<file path="src/rtl/rtc_bus_arbiter_if.sv">
// ---------------------------------------------------------------------------
// rtc_bus_arbiter_if
// Bundles every handshake and bus signal between the RTC bus arbiter and the
// three bus sequencers (init, escr = write, lect = read) plus the RTC pins.
//
//   requests   : req_init, req_escr, req_lect, auto_en      (to arbiter)
//   completion : done_init, done_escr, done_lect            (to arbiter)
//   seq buses  : a_d/cs/rd/wr/buf_{init,escr,lect}          (to arbiter)
//   control    : start_*, gnt_*                             (from arbiter)
//   RTC pins   : a_d, cs, rd, wr (active-low), buffer_activo (from arbiter)
//   status     : busy, owner[1:0], err_timeout              (from arbiter)
//
// Modport master is the arbiter side, slave is the sequencer/pin side.
// ---------------------------------------------------------------------------
interface rtc_bus_arbiter_if;
    logic       req_init;
    logic       req_escr;
    logic       req_lect;
    logic       auto_en;
    logic       done_init;
    logic       done_escr;
    logic       done_lect;
    logic       a_d_init;
    logic       cs_init;
    logic       rd_init;
    logic       wr_init;
    logic       buf_init;
    logic       a_d_escr;
    logic       cs_escr;
    logic       rd_escr;
    logic       wr_escr;
    logic       buf_escr;
    logic       a_d_lect;
    logic       cs_lect;
    logic       rd_lect;
    logic       wr_lect;
    logic       buf_lect;
    logic       start_init;
    logic       start_escr;
    logic       start_lect;
    logic       gnt_init;
    logic       gnt_escr;
    logic       gnt_lect;
    logic       a_d;
    logic       cs;
    logic       rd;
    logic       wr;
    logic       buffer_activo;
    logic       busy;
    logic [1:0] owner;
    logic       err_timeout;

    modport master (
        input  req_init, req_escr, req_lect, auto_en,
        input  done_init, done_escr, done_lect,
        input  a_d_init, cs_init, rd_init, wr_init, buf_init,
        input  a_d_escr, cs_escr, rd_escr, wr_escr, buf_escr,
        input  a_d_lect, cs_lect, rd_lect, wr_lect, buf_lect,
        output start_init, start_escr, start_lect,
        output gnt_init, gnt_escr, gnt_lect,
        output a_d, cs, rd, wr, buffer_activo,
        output busy, owner, err_timeout
    );

    modport slave (
        output req_init, req_escr, req_lect, auto_en,
        output done_init, done_escr, done_lect,
        output a_d_init, cs_init, rd_init, wr_init, buf_init,
        output a_d_escr, cs_escr, rd_escr, wr_escr, buf_escr,
        output a_d_lect, cs_lect, rd_lect, wr_lect, buf_lect,
        input  start_init, start_escr, start_lect,
        input  gnt_init, gnt_escr, gnt_lect,
        input  a_d, cs, rd, wr, buffer_activo,
        input  busy, owner, err_timeout
    );
endinterface

</file>
<file path="src/rtl/rtc_bus_arbiter.sv">
// ---------------------------------------------------------------------------
// rtc_bus_arbiter
// Fixed-priority (init > escr > lect), non-preemptive arbiter for the shared
// RTC parallel bus. Latches requests into pending flags, grants one sequencer
// at a time with a one-cycle start pulse, muxes the owner's bus lines onto the
// RTC pins, inserts GUARD idle cycles after each transaction, raises a
// periodic auto-read request and aborts transactions that overrun TIMEOUT.
//
// Ports:
//   clk    : system clock
//   reset  : synchronous, active-high reset
//   bus    : rtc_bus_arbiter_if.master (requests, done pulses, sequencer
//            bus lines in; start/grant, RTC pins, busy/owner/err_timeout out)
//
// Parameters:
//   PERIOD  : auto-read interval in clk cycles (2..2^20-1)
//   TIMEOUT : watchdog limit per transaction in clk cycles (2..2^20-1)
//   GUARD   : idle bus cycles after every transaction (1..15)
// ---------------------------------------------------------------------------
module rtc_bus_arbiter #(
    parameter int unsigned PERIOD  = 1000,
    parameter int unsigned TIMEOUT = 1023,
    parameter int unsigned GUARD   = 4
) (
    input  logic              clk,
    input  logic              reset,
    rtc_bus_arbiter_if.master bus
);

    localparam logic [19:0] PERIOD_LAST  = 20'(PERIOD - 1);
    localparam logic [19:0] TIMEOUT_LAST = 20'(TIMEOUT - 1);
    localparam logic [3:0]  GUARD_LAST   = 4'(GUARD - 1);

    localparam logic [1:0] OWN_NONE = 2'b00;
    localparam logic [1:0] OWN_INIT = 2'b01;
    localparam logic [1:0] OWN_ESCR = 2'b10;
    localparam logic [1:0] OWN_LECT = 2'b11;

    typedef enum logic [1:0] {
        ST_IDLE  = 2'b00,
        ST_START = 2'b01,
        ST_BUSY  = 2'b10,
        ST_GUARD = 2'b11
    } state_t;

    state_t      state_r;
    logic        pend_init_r;
    logic        pend_escr_r;
    logic        pend_lect_r;
    logic [19:0] auto_cnt_r;
    logic [19:0] wd_cnt_r;
    logic [3:0]  guard_cnt_r;
    logic [1:0]  owner_r;
    logic        start_init_r;
    logic        start_escr_r;
    logic        start_lect_r;
    logic        gnt_init_r;
    logic        gnt_escr_r;
    logic        gnt_lect_r;
    logic        busy_r;
    logic        err_timeout_r;

    logic        auto_tick_s;
    logic [1:0]  winner_s;
    logic        enter_start_s;
    logic        clr_init_s;
    logic        clr_escr_s;
    logic        clr_lect_s;
    logic        owner_done_s;
    logic [4:0]  pins_s;

    // Auto-read timer: free-runs while enabled, parked at zero otherwise.
    always_ff @(posedge clk) begin
        if (reset) begin
            auto_cnt_r <= 20'd0;
        end else if (!bus.auto_en) begin
            auto_cnt_r <= 20'd0;
        end else if (auto_cnt_r == PERIOD_LAST) begin
            auto_cnt_r <= 20'd0;
        end else begin
            auto_cnt_r <= auto_cnt_r + 20'd1;
        end
    end

    assign auto_tick_s = bus.auto_en & (auto_cnt_r == PERIOD_LAST);

    // Priority pick among pending flags; only acted upon in IDLE.
    always_comb begin
        winner_s = OWN_NONE;
        if (pend_init_r) begin
            winner_s = OWN_INIT;
        end else if (pend_escr_r) begin
            winner_s = OWN_ESCR;
        end else if (pend_lect_r) begin
            winner_s = OWN_LECT;
        end else begin
            winner_s = OWN_NONE;
        end
    end

    assign enter_start_s = (state_r == ST_IDLE) & (winner_s != OWN_NONE);
    assign clr_init_s    = enter_start_s & (winner_s == OWN_INIT);
    assign clr_escr_s    = enter_start_s & (winner_s == OWN_ESCR);
    assign clr_lect_s    = enter_start_s & (winner_s == OWN_LECT);

    // Pending flags: a set on the clearing edge wins, so a fresh request
    // arriving as the previous one is granted is not lost.
    always_ff @(posedge clk) begin
        if (reset) begin
            pend_init_r <= 1'b0;
            pend_escr_r <= 1'b0;
            pend_lect_r <= 1'b0;
        end else begin
            pend_init_r <= bus.req_init | (pend_init_r & ~clr_init_s);
            pend_escr_r <= bus.req_escr | (pend_escr_r & ~clr_escr_s);
            pend_lect_r <= bus.req_lect | auto_tick_s | (pend_lect_r & ~clr_lect_s);
        end
    end

    // Completion from the current owner only; other done pulses are ignored.
    always_comb begin
        owner_done_s = 1'b0;
        case (owner_r)
            OWN_INIT: owner_done_s = bus.done_init;
            OWN_ESCR: owner_done_s = bus.done_escr;
            OWN_LECT: owner_done_s = bus.done_lect;
            default:  owner_done_s = 1'b0;
        endcase
    end

    // Arbitration FSM with registered start/grant/status outputs.
    always_ff @(posedge clk) begin
        if (reset) begin
            state_r       <= ST_IDLE;
            owner_r       <= OWN_NONE;
            wd_cnt_r      <= 20'd0;
            guard_cnt_r   <= 4'd0;
            start_init_r  <= 1'b0;
            start_escr_r  <= 1'b0;
            start_lect_r  <= 1'b0;
            gnt_init_r    <= 1'b0;
            gnt_escr_r    <= 1'b0;
            gnt_lect_r    <= 1'b0;
            busy_r        <= 1'b0;
            err_timeout_r <= 1'b0;
        end else begin
            // Start and error are single-cycle pulses by default.
            start_init_r  <= 1'b0;
            start_escr_r  <= 1'b0;
            start_lect_r  <= 1'b0;
            err_timeout_r <= 1'b0;
            case (state_r)
                ST_IDLE: begin
                    if (enter_start_s) begin
                        state_r      <= ST_START;
                        owner_r      <= winner_s;
                        wd_cnt_r     <= 20'd0;
                        busy_r       <= 1'b1;
                        start_init_r <= (winner_s == OWN_INIT);
                        start_escr_r <= (winner_s == OWN_ESCR);
                        start_lect_r <= (winner_s == OWN_LECT);
                        gnt_init_r   <= (winner_s == OWN_INIT);
                        gnt_escr_r   <= (winner_s == OWN_ESCR);
                        gnt_lect_r   <= (winner_s == OWN_LECT);
                    end else begin
                        state_r <= ST_IDLE;
                        busy_r  <= 1'b0;
                    end
                end
                ST_START: begin
                    state_r  <= ST_BUSY;
                    wd_cnt_r <= 20'd0;
                end
                ST_BUSY: begin
                    // Completion is checked before the watchdog so a done on
                    // the timeout edge is a normal finish.
                    if (owner_done_s || (wd_cnt_r == TIMEOUT_LAST)) begin
                        state_r       <= ST_GUARD;
                        owner_r       <= OWN_NONE;
                        guard_cnt_r   <= 4'd0;
                        gnt_init_r    <= 1'b0;
                        gnt_escr_r    <= 1'b0;
                        gnt_lect_r    <= 1'b0;
                        err_timeout_r <= ~owner_done_s;
                    end else begin
                        wd_cnt_r <= wd_cnt_r + 20'd1;
                    end
                end
                ST_GUARD: begin
                    if (guard_cnt_r == GUARD_LAST) begin
                        state_r <= ST_IDLE;
                        busy_r  <= 1'b0;
                    end else begin
                        guard_cnt_r <= guard_cnt_r + 4'd1;
                    end
                end
                default: begin
                    state_r    <= ST_IDLE;
                    owner_r    <= OWN_NONE;
                    gnt_init_r <= 1'b0;
                    gnt_escr_r <= 1'b0;
                    gnt_lect_r <= 1'b0;
                    busy_r     <= 1'b0;
                end
            endcase
        end
    end

    // Pin mux: owner_r is non-zero exactly in START and BUSY, so it alone
    // selects between the owner's lines and the idle levels.
    always_comb begin
        pins_s = 5'b11110;
        case (owner_r)
            OWN_INIT: pins_s = {bus.a_d_init, bus.cs_init, bus.rd_init, bus.wr_init, bus.buf_init};
            OWN_ESCR: pins_s = {bus.a_d_escr, bus.cs_escr, bus.rd_escr, bus.wr_escr, bus.buf_escr};
            OWN_LECT: pins_s = {bus.a_d_lect, bus.cs_lect, bus.rd_lect, bus.wr_lect, bus.buf_lect};
            default:  pins_s = 5'b11110;
        endcase
    end

    assign bus.a_d           = pins_s[4];
    assign bus.cs            = pins_s[3];
    assign bus.rd            = pins_s[2];
    assign bus.wr            = pins_s[1];
    assign bus.buffer_activo = pins_s[0];

    assign bus.start_init  = start_init_r;
    assign bus.start_escr  = start_escr_r;
    assign bus.start_lect  = start_lect_r;
    assign bus.gnt_init    = gnt_init_r;
    assign bus.gnt_escr    = gnt_escr_r;
    assign bus.gnt_lect    = gnt_lect_r;
    assign bus.busy        = busy_r;
    assign bus.owner       = owner_r;
    assign bus.err_timeout = err_timeout_r;

endmodule

</file>
<file path="src/flat_wrapper.sv">
// flat-port wrapper written by rule: the top's interface ports become plain ports
module rtc_bus_arbiter_flat 
#(
    parameter int unsigned PERIOD  = 1000,
    parameter int unsigned TIMEOUT = 1023,
    parameter int unsigned GUARD   = 4
)
  (clk, reset, bus_req_init, bus_req_escr, bus_req_lect, bus_auto_en, bus_done_init, bus_done_escr, bus_done_lect, bus_a_d_init, bus_cs_init, bus_rd_init, bus_wr_init, bus_buf_init, bus_a_d_escr, bus_cs_escr, bus_rd_escr, bus_wr_escr, bus_buf_escr, bus_a_d_lect, bus_cs_lect, bus_rd_lect, bus_wr_lect, bus_buf_lect, bus_start_init, bus_start_escr, bus_start_lect, bus_gnt_init, bus_gnt_escr, bus_gnt_lect, bus_a_d, bus_cs, bus_rd, bus_wr, bus_buffer_activo, bus_busy, bus_owner, bus_err_timeout);
  rtc_bus_arbiter_if bus_i ();
  input  logic clk;
  input  logic reset;
  input wire logic [$bits(bus_i.req_init)-1:0] bus_req_init;
  input wire logic [$bits(bus_i.req_escr)-1:0] bus_req_escr;
  input wire logic [$bits(bus_i.req_lect)-1:0] bus_req_lect;
  input wire logic [$bits(bus_i.auto_en)-1:0] bus_auto_en;
  input wire logic [$bits(bus_i.done_init)-1:0] bus_done_init;
  input wire logic [$bits(bus_i.done_escr)-1:0] bus_done_escr;
  input wire logic [$bits(bus_i.done_lect)-1:0] bus_done_lect;
  input wire logic [$bits(bus_i.a_d_init)-1:0] bus_a_d_init;
  input wire logic [$bits(bus_i.cs_init)-1:0] bus_cs_init;
  input wire logic [$bits(bus_i.rd_init)-1:0] bus_rd_init;
  input wire logic [$bits(bus_i.wr_init)-1:0] bus_wr_init;
  input wire logic [$bits(bus_i.buf_init)-1:0] bus_buf_init;
  input wire logic [$bits(bus_i.a_d_escr)-1:0] bus_a_d_escr;
  input wire logic [$bits(bus_i.cs_escr)-1:0] bus_cs_escr;
  input wire logic [$bits(bus_i.rd_escr)-1:0] bus_rd_escr;
  input wire logic [$bits(bus_i.wr_escr)-1:0] bus_wr_escr;
  input wire logic [$bits(bus_i.buf_escr)-1:0] bus_buf_escr;
  input wire logic [$bits(bus_i.a_d_lect)-1:0] bus_a_d_lect;
  input wire logic [$bits(bus_i.cs_lect)-1:0] bus_cs_lect;
  input wire logic [$bits(bus_i.rd_lect)-1:0] bus_rd_lect;
  input wire logic [$bits(bus_i.wr_lect)-1:0] bus_wr_lect;
  input wire logic [$bits(bus_i.buf_lect)-1:0] bus_buf_lect;
  output wire logic [$bits(bus_i.start_init)-1:0] bus_start_init;
  output wire logic [$bits(bus_i.start_escr)-1:0] bus_start_escr;
  output wire logic [$bits(bus_i.start_lect)-1:0] bus_start_lect;
  output wire logic [$bits(bus_i.gnt_init)-1:0] bus_gnt_init;
  output wire logic [$bits(bus_i.gnt_escr)-1:0] bus_gnt_escr;
  output wire logic [$bits(bus_i.gnt_lect)-1:0] bus_gnt_lect;
  output wire logic [$bits(bus_i.a_d)-1:0] bus_a_d;
  output wire logic [$bits(bus_i.cs)-1:0] bus_cs;
  output wire logic [$bits(bus_i.rd)-1:0] bus_rd;
  output wire logic [$bits(bus_i.wr)-1:0] bus_wr;
  output wire logic [$bits(bus_i.buffer_activo)-1:0] bus_buffer_activo;
  output wire logic [$bits(bus_i.busy)-1:0] bus_busy;
  output wire logic [$bits(bus_i.owner)-1:0] bus_owner;
  output wire logic [$bits(bus_i.err_timeout)-1:0] bus_err_timeout;
  assign bus_i.req_init = bus_req_init;
  assign bus_i.req_escr = bus_req_escr;
  assign bus_i.req_lect = bus_req_lect;
  assign bus_i.auto_en = bus_auto_en;
  assign bus_i.done_init = bus_done_init;
  assign bus_i.done_escr = bus_done_escr;
  assign bus_i.done_lect = bus_done_lect;
  assign bus_i.a_d_init = bus_a_d_init;
  assign bus_i.cs_init = bus_cs_init;
  assign bus_i.rd_init = bus_rd_init;
  assign bus_i.wr_init = bus_wr_init;
  assign bus_i.buf_init = bus_buf_init;
  assign bus_i.a_d_escr = bus_a_d_escr;
  assign bus_i.cs_escr = bus_cs_escr;
  assign bus_i.rd_escr = bus_rd_escr;
  assign bus_i.wr_escr = bus_wr_escr;
  assign bus_i.buf_escr = bus_buf_escr;
  assign bus_i.a_d_lect = bus_a_d_lect;
  assign bus_i.cs_lect = bus_cs_lect;
  assign bus_i.rd_lect = bus_rd_lect;
  assign bus_i.wr_lect = bus_wr_lect;
  assign bus_i.buf_lect = bus_buf_lect;
  assign bus_start_init = bus_i.start_init;
  assign bus_start_escr = bus_i.start_escr;
  assign bus_start_lect = bus_i.start_lect;
  assign bus_gnt_init = bus_i.gnt_init;
  assign bus_gnt_escr = bus_i.gnt_escr;
  assign bus_gnt_lect = bus_i.gnt_lect;
  assign bus_a_d = bus_i.a_d;
  assign bus_cs = bus_i.cs;
  assign bus_rd = bus_i.rd;
  assign bus_wr = bus_i.wr;
  assign bus_buffer_activo = bus_i.buffer_activo;
  assign bus_busy = bus_i.busy;
  assign bus_owner = bus_i.owner;
  assign bus_err_timeout = bus_i.err_timeout;
  rtc_bus_arbiter #(.PERIOD(PERIOD), .TIMEOUT(TIMEOUT), .GUARD(GUARD)) u_core (.clk(clk), .reset(reset), .bus(bus_i));
endmodule
</file>
<file path="config.mk">
export PLATFORM = sky130hd
export DESIGN_NAME = rtc_bus_arbiter_flat
export DESIGN_NICKNAME = d
export VERILOG_FILES = /design/src/rtl/rtc_bus_arbiter_if.sv /design/src/rtl/rtc_bus_arbiter.sv /design/src/flat_wrapper.sv
export SDC_FILE = /design/constraint.sdc
export NUM_CORES = 1
export LEC_CHECK = 0
export ABC_AREA = 1
export BUFFER_PORTS_ARGS = -buffer_cell sky130_fd_sc_hd__buf_2
export CORE_UTILIZATION = 53
export DETAILED_ROUTE_END_ITERATION = 12
export GPL_ROUTABILITY_DRIVEN = 0
export MAX_ROUTING_LAYER = met4
export PLACE_DENSITY = 0.76
export SLEW_MARGIN = 20
export SYNTH_ARGS = -nofsm -noshare
export SYNTH_HDL_FRONTEND = slang
export SYNTH_SLANG_ARGS = --single-unit
</file>
<file path="constraint.sdc">
create_clock -name clk -period 1.7 [get_ports clk]
set_clock_uncertainty 0.05 [all_clocks]
set_input_delay 0.085 -clock clk [delete_from_list [all_inputs] [get_ports clk]]
set_output_delay 0.085 -clock clk [all_outputs]
set_load 0.005 [all_outputs]
</file>
# Yosys cells after proc, flatten, opt, wreduce, memory -nomap -nowiden
# Index checks and enable logic that the tools add are counted.
# op_classes
mux	28
n_reduce_logical	15
bitwise	21
addsub	3
eq_ne	17
# op_table
op	count
$pmux 20 s3	1
$add 20x1->20 const B	2
$eq 20x10->1 const B	2
$mux 20	2
$pmux 5 s3	1
$mux 2	7
$eq 2x2->1 const B	6
$not 1->1	9
$reduce_and 3->1	3
$reduce_or 3->1	3
$and 1x1->1	8
$mux 4	2
$pmux 1 s2	4
$pmux 2 s4	1
$pmux 4 s2	1
$reduce_bool 2->1	4
$mux 1	7
$eq 2x1->1 const B	3
$ne 2x1->1 const B	3
$add 4x1->4 const B	1
$eq 4x2->1 const B	1
$ne 2x2->1 const B	2
$or 1x1->1	4
$pmux 2 s2	1
other kinds (5)	6
# word_totals
elab_cells	100
register_bits	59

# Longest topological paths before layout
# depth
ltp_word	9
ltp_mapped	13
ltp_nobuf	12

# Worst setup path after synthesis
# OpenSTA, ideal clock, no wires.
# synth_path
kind	register -> register
startpoint	register u_core.state_r[0]
endpoint	register u_core.wd_cnt_r[5]
arrival_time_ps	1459
path_slack_ps	122
setup_ps	69
stages_incl_launch_ff	9
period_less_slack_ps	1578
cell_sequence	dfxtp_1 -> inv_1 -> ha_1 -> inv_1 -> o21ai_0 -> inv_1 -> buf_2 -> nand3_1 -> a21oi_2
# synth_via
elab_chain_len	4
elab_cells_between_ends	9
cone_classes	eq/ne: 4; mux: 1; bitwise: 1; reduce/logical: 3
# synth_lines
element	line_no	rtl
start, declared	rtc_bus_arbiter.sv:46	state_t state_r;
start signal, assigned	rtc_bus_arbiter.sv:134	state_r <= ST_IDLE;
start signal, assigned	rtc_bus_arbiter.sv:155	state_r <= ST_START;
start signal, assigned	rtc_bus_arbiter.sv:166	state_r <= ST_IDLE;
$logic_not 2->1	rtc_bus_arbiter.sv:101, rtc_bus_arbiter.sv:152	
$and 1x1->1	rtc_bus_arbiter.sv:101	assign enter_start_s = (state_r == ST_IDLE) & (winner_s != OWN_NONE);
$ne 2x1->1 (no line)	--	
$reduce_and 3->1 (no line)	--	
end signal, assigned	rtc_bus_arbiter.sv:186	wd_cnt_r <= wd_cnt_r + 20'd1;
end, declared	rtc_bus_arbiter.sv:51	logic [19:0] wd_cnt_r;
# Parallel ways exist; a longest one is shown, timed or not.
# A chain may end at the register's enable or synchronous reset.

# Final worst setup path
# layout_path
startpoint	register u_core.auto_cnt_r[4]
endpoint	register u_core.auto_cnt_r[17]
# layout_via
elab_chain_len	2
elab_cells_between_ends	3
cone_classes	add/sub: 1; eq/ne: 1; reduce/logical: 1
# layout_lines
element	line_no	rtl
start, declared	rtc_bus_arbiter.sv:50	logic [19:0] auto_cnt_r;
start signal, assigned	rtc_bus_arbiter.sv:81	auto_cnt_r <= auto_cnt_r + 20'd1;
parallel branches: the longest is 2 deep, another holds $add 20x1->20	--	
# Parallel ways; which one is timed is not known.

==> flow_metrics.py <==
metrics = {
    "floorplanning": {
        "rows": 29,
        "die_y_um": 83.14,
        "initial_core_util_pct": 54.96,
        "io_pins": 39,
        "dieArea_um2": 6912,
        "core_area_um2": 6350,
        "fp.dieW_um": 83.14,
    },
    "placed_design": {
        "io_buffers": 38,
        "dp_hpwl_um": 6362,
    },
    "min_path": {
        "holdPathEnd": "u_core.pend_lect_r",
        "hold_path_depth": 3,
        "holdCritStartpoint": "bus_auto_en",
        "timing.hold.worst.class": "in -> reg",
    },
    "yosys": {
        "ys.flop_type": "dfxtp_1",
        "synth_cell_types": 37,
        "yosys_warnings": 0,
        "synth-seq-area-share_pct": 33.85,
        "synth_edf_count": 0,
        "ys_ff_latch": 59,
        "synth_nets": 583,
        "synth.avg_cell_area_um2": 6.333,
        "syn_inst": 551,
        "syn_area_um2": 3490,
        "async_reset_ff_share_pct": 0,
    },
    "route": {
        "drcViolationCount": 0,
        "firstDrtPassIters": 5,
        "vias": 3742,
        "drt_iter0_markers": 220,
        "drt-wirelength-per-cell_um": 12.30,
        "wl_um": 8821,
        "viasPerCell": 5.219,
        "ant_nets": 0,
    },
    "clock_network": {
        "htreeDepth": 3,
        "clock_latency_ps": 350,
        "numCtsBuffers": 9,
        "numClockSinks": 59,
        "clk_pin_slew_ps": 70,
        "clockBufferDepth": 2,
        "root_buffer": "clkbuf_8",
        "cts_tree": "done",
    },
    "worst_setup_path": {
        "r2r_start": "u_core.auto_cnt_r[4]",
        "cp.buffers_inverters": 0,
        "start_kind": "flop",
        "cpPeakStageDelay_ps": 450,
        "crit_type": "reg -> reg",
        "crit_fanout": 6,
        "r2r_end": "u_core.auto_cnt_r[17]",
        "cpMaxStageDelayCell": "dfxtp_1",
        "critPathArrivalTime_ps": 1810,
        "reg2reg_slack_ps": 130,
        "cp_data_required_time_ps": 1940,
        "crit_chain": "nand2_1, nor2_4, nand3b_2, nor2_2, nand2_1, or2_0, a21oi_1",
        "cpMostUsedCell": "nand2_1",
        "critical-path-top-delay-family": "simple AND/OR/NAND/NOR gates",
        "rr_worst_depth": 7,
        "end_kind": "flop",
    },
    "sta": {
        "timing.hold.ws_ps": 21.48,
        "tightest_slew_ps": 340.4,
        "final-hold-violation-count": 0,
        "timing.final.crit_share_pct": 92.37,
        "fin_tns_setup_ps": 0,
        "finalSetupViolCount": 0,
        "drv_slew": 0,
        "fin_crit_ps": 1570,
        "timing.slew.headroom_pct": 77.13,
        "max_freq_mhz": 636.9,
    },
    "power_and_ir_drop": {
        "vdd_ir_drop_max_uv": 1032,
        "p_leak_nw": 1.914,
        "powerDensity_nw_per_um2": 1193,
    },
    "finish": {
        "fin_util_pct": 68.67,
        "multi_input_area_um2": 1997,
        "drive_gt1_share_pct": 21.41,
        "nNetsFinal": 667,
        "diodes": 0,
        "syn_to_final_growth_pct": 24.96,
        "regArea_um2": 1189,
        "fill_cells": 517,
    },
    "grt": {
        "antenna_found_initial": 0,
        "grt_max_degree": 21,
        "grt_pass1_vias": 3405,
        "grt.total_usage_pct": 26.62,
        "grt_pass1_wl_um": 14610,
        "overflow": 0,
    },
    "run_status": {
        "status": "finished clean",
    },
    "flow_run": {
        "drv_cap": 0,
    },
}
flip-flops by register name, indices dropped and copies added (netlist names):
register,flops
u_core.bus.gnt_escr,1
u_core.guard_cnt_r,4
u_core.bus.start_lect,1
u_core.bus.start_escr,1
u_core.pend_escr_r,1
u_core.bus.busy,1
u_core.bus.gnt_lect,1
u_core.state_r,2
u_core.pend_init_r,1
u_core.pend_lect_r,1
u_core.bus.start_init,1
u_core.bus.owner,2
u_core.wd_cnt_r,20
u_core.auto_cnt_r,20
u_core.bus.gnt_init,1
u_core.bus.err_timeout,1
Yosys cell counts (3+ instances only):
cell	n	share of area [%]
ha_1	8	2.9
xor2_1	9	2.3
nor2_2	5	0.90
inv_2	3	0.32
inv_1	71	7.6
o21ai_0	19	2.7
nand2_1	146	16
nor4_1	3	0.54
nand3_1	54	7.7
nand4_1	9	1.6
buf_2	4	0.57
nor3_1	8	1.1
dfxtp_1	59	34
nand2_2	5	0.90
xnor2_1	3	0.75
a21oi_1	19	2.7
clkbuf_1	5	0.54
a21oi_2	5	1.3
nor2_1	94	10
layout make-up:
cell class                      count  area share (%)
Inverter                           75           6.456
Clock buffer                       12           3.558
Multi-Input combinational cell    405           45.80
Sequential cell                    59           27.26
Tap cell                           77           2.209
Clock inverter                      4           1.664
Timing Repair Buffer               85           13.06
per-stage QoR:
| stage | std cells | cell area [um2] | worst slack, ps | power [mW] |
|---|---|---|---|---|
| after floorplan | 551 | 3490 | 122.2 | 2.946 |
| after global placement | 689 | 3974 | 96.57 | 3.440 |
| after detailed placement | 689 | 3974 | 38.36 | 3.507 |
| after CTS | 709 | 4242 | 15.73 | 5.012 |
| after global routing | 717 | 4360 | -19.09 | 5.554 |
| final | 717 | 4360 | 129.8 | 5.204 |
power by group:
group / total (mW) / leakage (nW) / internal, mW / switching [mW]
clock network: 1.50 / 0.113 / 0.903 / 0.593
registers: 1.71 / 0.481 / 1.56 / 0.147
logic: 2.00 / 1.32 / 0.812 / 1.19
total: 5.20 / 1.91 / 3.28 / 1.93
worst register-to-register path, cell delays in order, from the launching register on:
cell and delay (ps):
dfxtp_1 450, nand2_1 130, nor2_4 180, nand3b_2 150, nor2_2 160, nand2_1 80, or2_0 200, a21oi_1 110
cells by family (layout without fill, tap and decap cells):
group	Yosys count	after routing	share of synthesized area (%)
flops	59	59	33.85
xor+xnor	12	12	3.012
simple gates	338	339	42.45
fa+ha+maj	8	8	2.869
buf+inv	88	176	10.51
compound gates	46	46	7.315
worst max-delay path by stage:
stage                     slack (ps)  cells after the start                  from                     to
after global placement           100                     11    u_core.wd_cnt_r[0]    u_core.wd_cnt_r[13]
after global routing             -20                      9     u_core.state_r[1]  u_core.guard_cnt_r[1]
final                            130                      7  u_core.auto_cnt_r[4]  u_core.auto_cnt_r[17]
after detailed placement          40                     10     u_core.state_r[0]    u_core.wd_cnt_r[11]
after CTS                         20                     10     u_core.state_r[0]    u_core.wd_cnt_r[11]
after floorplan                  120                      8     u_core.state_r[0]     u_core.wd_cnt_r[5]
metal layers:
layer  vias up  global-route usage (%)  wire length [um]
met5         -                       -                 0
li1       1907                       -                 -
met3        14                   4.970               466
met2        90                   42.77              4222
met1      1731                   32.52              3984
met4         0                   12.07               148
placed cells by master (no fill, tap or decap), types with 6 or more instances in the layout:
master	count
a21oi_1	19
buf_2	38
buf_4	41
clkbuf_8	11
dfxtp_1	55
ha_1	6
inv_1	69
nand2_1	144
nand2_2	6
nand3_1	54
nand4_1	9
nor2_1	92
nor2_2	6
nor3_1	8
o21ai_0	17
xor2_1	9
repair_timing:
action | 4_1_cts | 5_1_grt
resized for setup | 1 | 20
buffers inserted | 0 | 7
endpoints found under the hold margin | 4 | 0
setup endpoints to repair | 5 | 49
hold buffers | 4 | 0
pin swaps | 0 | 5
cloned | 0 | 1
(Power assumes the default switching activity.)
